`config.mk`:
```
export PLATFORM = sky130hd
export DESIGN_NAME = noise_gen_mc
export DESIGN_NICKNAME = d
export VERILOG_FILES = /design/src/rtl/noise_gen_mc.sv
export SDC_FILE = /design/constraint.sdc
export NUM_CORES = 1
export LEC_CHECK = 0
export ABC_AREA = 1
export CORE_UTILIZATION = 65
export DETAILED_ROUTE_END_ITERATION = 8
export PLACE_DENSITY = 0.86
export REMOVE_ABC_BUFFERS = 1
export SLEW_MARGIN = 0
export SYNTH_ARGS = -nofsm -noshare
export SYNTH_HDL_FRONTEND = slang
export SYNTH_SLANG_ARGS = --single-unit
export TNS_END_PERCENT = 20
```
`constraint.sdc`:
```
create_clock -name CK -period 8.7 [get_ports CK]
set_clock_uncertainty 0.05 [all_clocks]
set_input_delay 1.305 -clock CK [delete_from_list [all_inputs] [get_ports CK]]
set_output_delay 1.305 -clock CK [all_outputs]
set_load 0.02 [all_outputs]
```
`src/rtl/noise_gen_mc.sv`:
```
// Multi-channel Gaussian noise source: each channel sums K xorshift32 uniforms,
// re-centres the sum, and all channels are offered as one vector over valid/ready.

module noise_gen_lane #(
    parameter int U_W = 12,
    parameter int K   = 4,
    parameter int SW  = 15
) (
    input  logic          CK,
    input  logic          RB,
    input  logic          i_load,
    input  logic [31:0]   i_seed,
    input  logic          i_clr,
    input  logic          i_step,
    input  logic          i_cap,
    output logic [SW-1:0] o_data
);
    localparam logic [SW-1:0] OFFSET = SW'(K * (2 ** (U_W - 1)));

    logic [31:0]   r_x;
    logic [SW-1:0] r_acc;
    logic [SW-1:0] r_out;
    logic [31:0]   w_x1;
    logic [31:0]   w_x2;
    logic [31:0]   w_x3;
    logic [SW-1:0] w_sum;

    always_comb begin
        w_x1  = r_x ^ (r_x << 13);
        w_x2  = w_x1 ^ (w_x1 >> 17);
        w_x3  = w_x2 ^ (w_x2 << 5);
        w_sum = r_acc + SW'(w_x3[31 -: U_W]);
    end

    always_ff @(posedge CK) begin
        if (RB) begin
            r_x   <= '0;
            r_acc <= '0;
            r_out <= '0;
        end else begin
            // an all-zero state would lock xorshift at zero forever
            if (i_load) begin
                r_x   <= (i_seed == 32'd0) ? 32'd1 : i_seed;
                r_acc <= '0;
            end else if (i_step) begin
                r_x   <= w_x3;
                r_acc <= w_sum;
            end else if (i_clr) begin
                r_acc <= '0;
            end
            if (i_cap) r_out <= w_sum - OFFSET;
        end
    end

    assign o_data = r_out;
endmodule

module noise_gen_mc #(
    parameter int N_CH = 4,
    parameter int U_W  = 12,
    parameter int K    = 4,
    localparam int SW  = U_W + $clog2(K + 1)
) (
    input  logic             CK,
    input  logic             RB,
    input  logic             ST,
    input  logic             SP,
    input  logic [31:0]      seed,
    input  logic [15:0]      burst,
    output logic [N_CH*SW-1:0] out_data,
    output logic             out_valid,
    input  logic             out_ready,
    output logic             busy,
    output logic             done
);
    localparam int KW = $clog2(K + 1);

    typedef enum logic [1:0] {S_IDLE, S_SEED, S_ACCUM, S_HOLD} state_t;

    state_t        r_state;
    state_t        w_next;
    logic [KW-1:0] r_k;
    logic [31:0]   r_seed;
    logic [15:0]   r_burst;
    logic [15:0]   r_cnt;
    logic          r_sp;
    logic          r_valid;
    logic          r_done;
    logic          w_load;
    logic          w_step;
    logic          w_cap;
    logic          w_clr;
    logic          w_hs;
    logic          w_fin;

    always_comb begin
        w_next = r_state;
        w_load = 1'b0;
        w_step = 1'b0;
        w_cap  = 1'b0;
        w_clr  = 1'b0;
        w_hs   = 1'b0;
        w_fin  = 1'b0;
        case (r_state)
            S_IDLE:  if (ST) w_next = S_SEED;
            S_SEED: begin
                w_load = 1'b1;
                w_next = S_ACCUM;
            end
            S_ACCUM: begin
                w_step = 1'b1;
                if (r_k == KW'(K - 1)) begin
                    w_cap  = 1'b1;
                    w_next = S_HOLD;
                end
            end
            S_HOLD: begin
                // a stop only ends the run once the pending sample has been taken
                if (r_valid && out_ready) begin
                    w_hs = 1'b1;
                    if ((r_burst != '0 && (r_cnt + 16'd1) == r_burst) || r_sp || SP) begin
                        w_fin  = 1'b1;
                        w_next = S_IDLE;
                    end else begin
                        w_clr  = 1'b1;
                        w_next = S_ACCUM;
                    end
                end
            end
            default: w_next = S_IDLE;
        endcase
    end

    always_ff @(posedge CK) begin
        if (RB) begin
            r_state <= S_IDLE;
            r_k     <= '0;
            r_seed  <= '0;
            r_burst <= '0;
            r_cnt   <= '0;
            r_sp    <= 1'b0;
            r_valid <= 1'b0;
            r_done  <= 1'b0;
        end else begin
            r_state <= w_next;
            r_done  <= w_fin;
            if (r_state == S_IDLE && ST) begin
                r_seed  <= seed;
                r_burst <= burst;
            end
            if (w_load)    r_cnt <= '0;
            else if (w_hs) r_cnt <= r_cnt + 16'd1;
            r_k <= (w_step && !w_cap) ? r_k + KW'(1) : '0;
            if (w_cap)     r_valid <= 1'b1;
            else if (w_hs) r_valid <= 1'b0;
            r_sp <= (r_state == S_IDLE) ? 1'b0 : (r_sp | SP);
        end
    end

    for (genvar c = 0; c < N_CH; c++) begin : g_lane
        localparam logic [31:0] MIX = 32'(c) * 32'h9E3779B9;
        noise_gen_lane #(.U_W(U_W), .K(K), .SW(SW)) u_lane (
            .CK     (CK),
            .RB     (RB),
            .i_load (w_load),
            .i_seed (r_seed ^ MIX),
            .i_clr  (w_clr),
            .i_step (w_step),
            .i_cap  (w_cap),
            .o_data (out_data[c*SW +: SW])
        );
    end

    assign out_valid = r_valid;
    assign busy      = (r_state != S_IDLE);
    assign done      = r_done;
endmodule
```
==> metrics.txt <==
Worst-Skew Late Latency=520 ps; Final TNS setup=0 ps; reg2reg end=g_lane[1].u_lane.o_data[14]; ys flop type=dfxtp_1; H-tree depth=2; CTS sink count=320; pwr dens=415 nW/um^2; starting density of the core=roughly 67%; Mapped Cells=between 2000 and 2500; vias=17000; R2R Path Start=g_lane[1].u_lane.r_x[5]; number of buffers created by CTS=34; final hold slack=around 380 ps; MaxCap Viol Count=0; global-route wire length before repair=about 80 mm; router iterations before antenna repair=6; Syn. warnings=0; post-CTS resize count=0; WP data required=a little over 9000 ps; fin crit share=roughly two fifths; core area=between 20000 and 30000 um^2; setup violators final=0; VDD IR max=0.284 mV; DR WL/cell=about 18 um; Hold Vio Cnt, Final=0; slew margin rel.=a little under a third; WS Path Type=reg -> reg; Hold Path Origin=r_k[0]; final cell count without fillers=approximately 2800; Place WS=around 4900 ps; status=finished, final reports clean; Slew @ Worst Pin=slightly above 1000 ps; Yosys top cell area share=between 30% and 40%; Inst Count DP=about 2800; post-route minimum period=3380 ps; diode count=0; final wirelength=50.7 mm; 1st-iter DRT viols=1962; fin. max-slew vios=0; syn_area_per_cell=approximately 7.5 um^2; hpwl dp=approximately 35 mm; area grow syn2layout=12.9%; CP Max Fanout=4; Final Cell Area=~20000 um^2; die area=about 28000 um^2; Endpoint, Worst Hold=r_k[0]; drc violations=0; RD Place Congestion=~0.95; final setup margin=around 5300 ps; Leakage=just under 0.009 uW; hold buffers post-CTS=0; CP Capture Type=register; Clock Tree Buf Depth=3; drt via density=a little under 6; GRT Overall Usage=a little over a third; largest net degree at the start of global routing=about 110; GR Overflow Total=0; cell row count=60; Yosys cell types=47; Setup Fix Bufs, Post-CTS=0; R2R setup slack=about 5300 ps; initial antenna violation count=0; Chip Height=approximately 170 um; count of input and output buffers=approximately 120; Post-DP Area=19200 um^2; Routed Antenna Nets=0; Post-synth EDFFs=0; Max Clock Freq=296 MHz; hold-critical path depth=1; share of flip-flops with an asynchronous set or reset=0%; sequential cell area fraction in the yosys report=35.5%; IO Pins=~120; synthesized area=18000 um^2; R2R cell count=15; CP Launch Type=register; HP Class=reg -> reg; Synth area leader=dfxtp_1; FF+latch count, synth=320; Final nets=2566; die width=169 um; top area cells in the synthesized netlist=dfxtp_1, xor2_1, o21ai_0, nand2_1, a21oi_1; CTS tree=built; RSZ-0062 raised after global routing=false; root buf cell=clkbuf_16; vias in the first global route=15800; Critical Path AT=between 3000 and 4000 ps; layout cell share with drive strength beyond 1=5.49%; clk slew on worst S/H paths=approximately 60 ps
[worst max-delay path, stage by stage (launching register included)]
cell and delay [ps]:
dfxtp_1 330, xnor2_1 430, xor2_1 400, inv_1 90, ha_1 360, nand2_1 60, o21ai_0 270, a21oi_1 120
o21bai_1 380, nand3_1 190, a21boi_0 250, nor2_1 80, nand2_1 60, nand3_1 70, nand2_1 90, inv_1 40
[worst max path at each step]
stage / start / to / slack (ps) / cells after the start
2_1_floorplan: r_state[0] / g_lane[0].u_lane.r_x[6] / 3620 / 5
3_3_place_gp: RB / g_lane[0].u_lane.r_x[19] / 5020 / 6
3_5_place_dp: RB / g_lane[3].u_lane.r_x[17] / 4950 / 6
4_1_cts: r_state[0] / busy / 5370 / 4
5_1_grt: g_lane[1].u_lane.r_x[5] / g_lane[1].u_lane.o_data[14] / 5100 / 15
6_report: g_lane[1].u_lane.r_x[5] / g_lane[1].u_lane.o_data[14] / 5320 / 15
[kinds of logic (layout without fill, tap and decap cells)]
| kind of cell | after synthesis | count (layout) | share of synthesized area (%) |
|---|---|---|---|
| compound gates | 667 | 667 | 21.4 |
| xor+xnor | 250 | 250 | 12.3 |
| fa+ha+maj | 59 | 59 | 4.26 |
| buf+inv | 420 | 480 | 9.20 |
| flops | 320 | 320 | 35.5 |
| simple gates | 699 | 699 | 17.3 |
[synth_stat cells, types with 55 or more instances]
master / n
o211ai_1: 124
nand3_1: 130
xnor2_1: 75
dfxtp_1: 320
ha_1: 55
xor2_1: 173
nor2_1: 174
o21ai_0: 239
clkbuf_1: 102
a21oi_1: 222
inv_1: 291
nand2_1: 299
[routing by layer]
layer / up-vias / track usage (%) / wire [um]
met3: 151 / 4.47 / 3760
met4: 0 / 17.3 / 2520
met1: 7933 / 45.9 / 21300
met2: 766 / 57.2 / 23100
met5: - / 0 / 0
li1: 8145 / - / -
[power breakdown]
| part | switching [uW] | total (uW) | internal, uW |
|---|---|---|---|
| sequential | 279 | 2070 | 1790 |
| clock | 596 | 1500 | 902 |
| combinational | 3260 | 4870 | 1620 |
[layout by cell type (no fill, tap or decap), drive strengths merged, types with 14 or more instances in the layout]
cell           netlist  routed
a21o                18      18
a21oi              234     234
a31oi               19      19
buf                 23      14
clkbuf             102      48
clkdlybuf4s50        0     114
dfxtp              320     320
ha                  55      55
inv                292     294
nand2              303     303
nand3              153     153
nand4               22      22
nor2               180     180
o211ai             124     124
o21ai              241     241
or2                 15      15
xnor2               75      75
xor2               173     173
[stage by stage]
stage / total power, uW / utilization, %
detailed placement: 6780 / 71.0
CTS: 8320 / 75.2
floorplan: 5510 / -
global route: 8980 / 75.2
global placement: 6620 / 71.0
finish: 8440 / 75.2
[registers in the layout (all words and copies together), names as in the netlist]
name                  count
r_cnt                    16
out_valid                 1
r_state                   2
r_seed                   32
g_lane.u_lane.r_acc      60
done                      1
r_burst                  16
r_sp                      1
g_lane.u_lane.o_data     60
g_lane.u_lane.r_x       128
r_k                       3
[area by class of cell]
type	instances	area, um^2
Inverter	295	1110
Sequential cell	320	6410
Timing Repair Buffer	128	1240
Clock buffer	48	1020
Multi-Input combinational cell	1675	10000
Clock inverter	9	123
Tap cell	372	465
Fill cell	2060	6730
No activity file was read; power rests on OpenSTA's default activity.
